===== src/rtl/risc_pkg.sv =====
// Shared constants and types for the multicycle RISC datapath.
// Register file geometry, PC alias index and flag bit positions.
package risc_pkg;

    localparam int DATA_W = 16;
    localparam int ADDR_W = 3;
    localparam int PC_IDX = 7;
    localparam int NREGS  = 2 ** ADDR_W;

    localparam int FLAG_C = 1;
    localparam int FLAG_Z = 0;

    typedef logic [ADDR_W-1:0] reg_addr_t;

endpackage


===== src/rtl/flag_reg.sv =====
// Two-bit status register with an independent write enable per bit.
// Holds {carry, zero}; cleared by asynchronous reset.
module flag_reg
    import risc_pkg::*;
(
    input  logic       clk,
    input  logic       rst,
    input  logic [1:0] en_i,
    input  logic [1:0] d_i,
    output logic [1:0] q_o
);

    logic [1:0] flag_q;
    logic [1:0] flag_d;

    always_comb begin
        flag_d = flag_q;
        for (int i = 0; i < 2; i++) begin
            if (en_i[i]) begin
                flag_d[i] = d_i[i];
            end
        end
    end

    always_ff @(posedge clk or posedge rst) begin
        if (rst) begin
            flag_q <= '0;
        end else begin
            flag_q <= flag_d;
        end
    end

    assign q_o = flag_q;

endmodule


===== src/rtl/reg_file_pc.sv =====
// 8x16 general register file with R7 aliased as the program counter.
// Two combinational read ports, one general write port, one PC port.
module reg_file_pc #(
    parameter int DATA_W = risc_pkg::DATA_W,
    parameter int ADDR_W = risc_pkg::ADDR_W,
    parameter int PC_IDX = risc_pkg::PC_IDX
) (
    input  logic              clk,
    input  logic              rst,
    input  logic [ADDR_W-1:0] rd_addr_a,
    output logic [DATA_W-1:0] rd_data_a,
    input  logic [ADDR_W-1:0] rd_addr_b,
    output logic [DATA_W-1:0] rd_data_b,
    input  logic              wr_en,
    input  logic [ADDR_W-1:0] wr_addr,
    input  logic [DATA_W-1:0] wr_data,
    input  logic              pc_wr,
    input  logic [DATA_W-1:0] pc_in,
    output logic [DATA_W-1:0] pc_out,
    input  logic              c_wr,
    input  logic              z_wr,
    input  logic [1:0]        flags_in,
    output logic [1:0]        flags_out
);

    import risc_pkg::FLAG_C;
    import risc_pkg::FLAG_Z;

    localparam int NREGS = 2 ** ADDR_W;
    localparam logic [ADDR_W-1:0] PC_A = PC_IDX[ADDR_W-1:0];

    logic [DATA_W-1:0] regs_q [NREGS];
    logic [DATA_W-1:0] regs_d [NREGS];
    logic [1:0]        flag_en;

    // General write is applied last so it overrides the PC increment.
    always_comb begin
        regs_d = regs_q;
        if (pc_wr) begin
            regs_d[PC_A] = pc_in;
        end
        if (wr_en) begin
            regs_d[wr_addr] = wr_data;
        end
    end

    always_ff @(posedge clk or posedge rst) begin
        if (rst) begin
            for (int i = 0; i < NREGS; i++) begin
                regs_q[i] <= '0;
            end
        end else begin
            regs_q <= regs_d;
        end
    end

    assign rd_data_a = regs_q[rd_addr_a];
    assign rd_data_b = regs_q[rd_addr_b];
    assign pc_out    = regs_q[PC_A];

    always_comb begin
        flag_en         = '0;
        flag_en[FLAG_C] = c_wr;
        flag_en[FLAG_Z] = z_wr;
    end

    flag_reg u_flags (
        .clk  (clk),
        .rst  (rst),
        .en_i (flag_en),
        .d_i  (flags_in),
        .q_o  (flags_out)
    );

endmodule


===== config.mk =====
export PLATFORM = sky130hd
export DESIGN_NAME = reg_file_pc
export DESIGN_NICKNAME = d
export VERILOG_FILES = /design/src/rtl/risc_pkg.sv /design/src/rtl/flag_reg.sv /design/src/rtl/reg_file_pc.sv
export SDC_FILE = /design/constraint.sdc
export NUM_CORES = 1
export LEC_CHECK = 0
export BUFFER_PORTS_ARGS = -buffer_cell sky130_fd_sc_hd__buf_2
export CAP_MARGIN = 20
export CELL_PAD_IN_SITES_DETAIL_PLACEMENT = 1
export CELL_PAD_IN_SITES_GLOBAL_PLACEMENT = 1
export CORE_MARGIN = 4
export CORE_UTILIZATION = 40
export CTS_BUF_LIST = sky130_fd_sc_hd__clkbuf_4
export DETAILED_ROUTE_END_ITERATION = 8
export GPL_TIMING_DRIVEN = 1
export PLACE_DENSITY_LB_ADDON = 0.1
export RECOVER_POWER = 25
export SKIP_LAST_GASP = 1
export SLEW_MARGIN = 20
export SYNTH_ARGS = -nofsm -noshare
export SYNTH_HDL_FRONTEND = slang
export SYNTH_SLANG_ARGS = --single-unit

===== constraint.sdc =====
create_clock -name clk -period 4.37 [get_ports clk]
set_input_delay 0.2185 -clock clk [delete_from_list [all_inputs] [get_ports clk]]
set_output_delay 0.2185 -clock clk [all_outputs]
set_load 0.05 [all_outputs]

==> results.md <==
* CP arrival at 3.43 ns
* Min Tclk post-route at 2.79 ns
* CTS resizes at 0
* CP endpoint kind: asynchronous set/reset pin
* First-pass GRT wire length at about 29,000 um
* RSZ-0062 raised after global routing: no
* Final Max Slew Viols at 69
* P_int at roughly 2400 uW
* Setup_tns at 0 ns
* Sequential element share of the synthesized area at 0.442
* Clk buf depth at 2
* Simple-gate share of the synthesized area at 0.0155
* Slowest stage delay, CP at 1.76 ns
* Remaining Overflow, GRT at 0
* Final hold viol count at 0
* Reg-to-reg critical path startpoint: pc_out[13]$_DFF_PP0_
* HP Class: in -> reg
* XOR/XNOR Fraction of Synth Area at 0
* Leading area contributor after synthesis: dfrtp_1
* Sw power at 1270 uW
* CTS H-Tree Depth at 4
* Yosys warning total at 0
* Ys async rst share at 1.00
* Sw Ratio at 0.349
* Top-count cell post-synth: mux2_2
* Synthesized flop and latch total at 130
* CTS buffer count at 17
* Layout cells sized above 1 at 0.599
* Chip height at roughly 140 um
* Critical-path top delay cell: clkinvlp_2
* Clk_lat worst skew at 0.54 ns
* Reg area at 0.00325 mm^2
* Sequential power share at 0.445
* Placed Area at 0.00784 mm^2
* Routed via count at 4,367
* DR WL/cell at 23.7 um
* Max FO, Critical Path at 68
* Sink Count at 130
* Antenna violations before repair at 1
* Clock-pin slew on the worst setup and hold paths at 0.11 ns
* Prevailing post-synth register cell: dfrtp_1
* Ports at 99
* Max cap viols at 1
* Leakage Power at 0.00366 uW
* Main combinational cell family by area after synthesis: multiplexers
* Pwr per Cell Area at 433 mW/mm^2
* Peak supply drop at ~200 uV
* Post-layout instance area at 0.00843 mm^2
* Largest net degree at the start of global routing at 69
* Synth Area in Compound Gates at 0
* DR pass1 iterations at 4
* Post-layout nets at 589
* Rel. slew slack at -1.13
* Critical path endpoint: regs_q[23]$_DFFE_PP0P_
* Row cnt at 49
* Tcrit/Tclk final at 0.638
* Fillers at 1,803
* F_max at 359 MHz
* Clock skew at 0 ns
* Gpl congestion at 0.704
* CTS tree: done
* Crit-path cells: dlygate4sd3_1 > buf_2 > clkinvlp_2 > buf_4
* Top cell type's share of synthesized area at 0.442
* R2R Setup Slk at 2.75 ns
* # Post-CTS Setup Buffers at 0
* Top cells by instance count after synthesis: mux2_2, dfrtp_1, mux4_1
* Via density at 5.58
* Least-Margin Pin Slew at approximately 3.2 ns
* DRC viols at 0
* Routed Antenna Nets at 0
* Synth Instances at 434
* Number of port buffers at 98
* Multi-input logic area at 0.00374 mm^2
* Final setup viols at 0
* Synth area leaders: dfrtp_1, mux2_2, mux4_1
* CP Launch Type: input port
* Cts-stage hold buffer count at 36
* Synth Area in Adders at 0
* Tot GR Track Use at 0.188
* Netlist cell types at 16
* CP required at 5.01 ns
* Clock share of power at 0.211
* Mapped cell area at 0.00736 mm^2
* R2r endpoint: pc_out[13]$_DFF_PP0_
* Status: complete, but fails checks
* Syn avg cell area at 17.0 um^2
* Initial Util at 0.409
* Failing checks: capacitance limit, slew limit
* Combinational share of power at 0.344
* Synth-to-layout area growth at 14.5%
* Vias in the first global route at 4,783
* Hpwl dp at 11,200 um
* Setup Crit Path Kind: in -> async
* EDFF count, synth at 0
* Post-synth net total at 483
* Mux cell area share after synthesis at 0.491
* Die outline width at 144 um
* R2r worst-path depth at 3
* CTS root buf: clkbuf_4
* WL final at 18,500 um
* Core area at about 0.018 mm^2
* CP Launch Point: rst
* Area of the die at 0.0206 mm^2
* Initial drt markers at roughly 140
-- per-stage QoR --
| step | setup WS, ns | hold WS [ns] | utilization | total power, uW | std cells |
|---|---|---|---|---|---|
| floorplan | 0.682 | 0.369 | - | 2620 | 434 |
| global placement | 1.88 | 0.450 | 0.435 | 2850 | 714 |
| global route | 1.04 | 0.0194 | 0.468 | 3870 | 783 |
| finish | 1.58 | 0.0623 | 0.468 | 3650 | 783 |
| detailed placement | 1.86 | 0.459 | 0.435 | 2890 | 714 |
| CTS | 1.86 | 0.00368 | 0.469 | 3710 | 782 |
-- power by group through the flow --
stage | Combinational (uW) | Clock, uW | Sequential (uW)
final | 1260 | 770 | 1620
after global routing | 1330 | 877 | 1660
after CTS | 1270 | 811 | 1620
after detailed placement | 1240 | 0 | 1650
after global placement | 1220 | 0 | 1630
after floorplan | 1040 | 0 | 1590
-- state kept, by name, summed over array words and instances, names as in the netlist --
register     flops
pc_out          16
u_flags.q_o      2
regs_q         112
-- placed cells by master, fill, tap and decap left out, drive strengths merged --
cell,count
clkbuf,22
diode,1
bufinv,2
clkinvlp,4
mux4,64
nand4,1
buf,100
nor4b,1
and4bb,1
nor4bb,2
clkinv,9
mux2,178
nand4b,3
dlygate4sd3,36
dfrtp,130
-- kinds of logic after synthesis --
logic type | after synthesis
buf+inv | 54
mux | 242
flops | 130
simple gates | 8
-- routing by layer --
| metal | up-vias | part of all wire | track usage |
|---|---|---|---|
| li1 | 1936 | - | - |
| met1 | 2326 | 0.45 | 0.254 |
| met2 | 87 | 0.50 | 0.313 |
| met3 | 18 | 0.034 | 0.0336 |
| met4 | 0 | 0.013 | 0.0550 |
| met5 | - | 0 | 0 |
-- area by class of cell --
type | count | area share
sequential | 130 | 0.386
inverter | 1 | 0.000594
multi-input combinational | 250 | 0.444
clock buffer | 18 | 0.0160
tap | 229 | 0.0340
antenna | 1 | 0.000297
timing repair buffer | 140 | 0.105
clock inverter | 14 | 0.0144
-- critical path, delay by kind of cell --
family / cells / cell delay [ns]
buf+inv: 4 / 3.13
-- worst min-delay path by stage --
| stage | start | end | slack [ns] | cells past startpoint |
|---|---|---|---|---|
| floorplan | wr_data[9] | regs_q[41]$_DFFE_PP0P_ | 0.37 | 1 |
| global placement | flags_in[1] | u_flags.q_o[1]$_DFFE_PP0P_ | 0.45 | 2 |
| detailed placement | flags_in[1] | u_flags.q_o[1]$_DFFE_PP0P_ | 0.46 | 2 |
| CTS | pc_in[2] | pc_out[2]$_DFF_PP0_ | 0.004 | 3 |
| global route | pc_in[14] | pc_out[14]$_DFF_PP0_ | 0.02 | 3 |
| finish | pc_in[2] | pc_out[2]$_DFF_PP0_ | 0.06 | 3 |
Power figures use the tool's default switching activity.
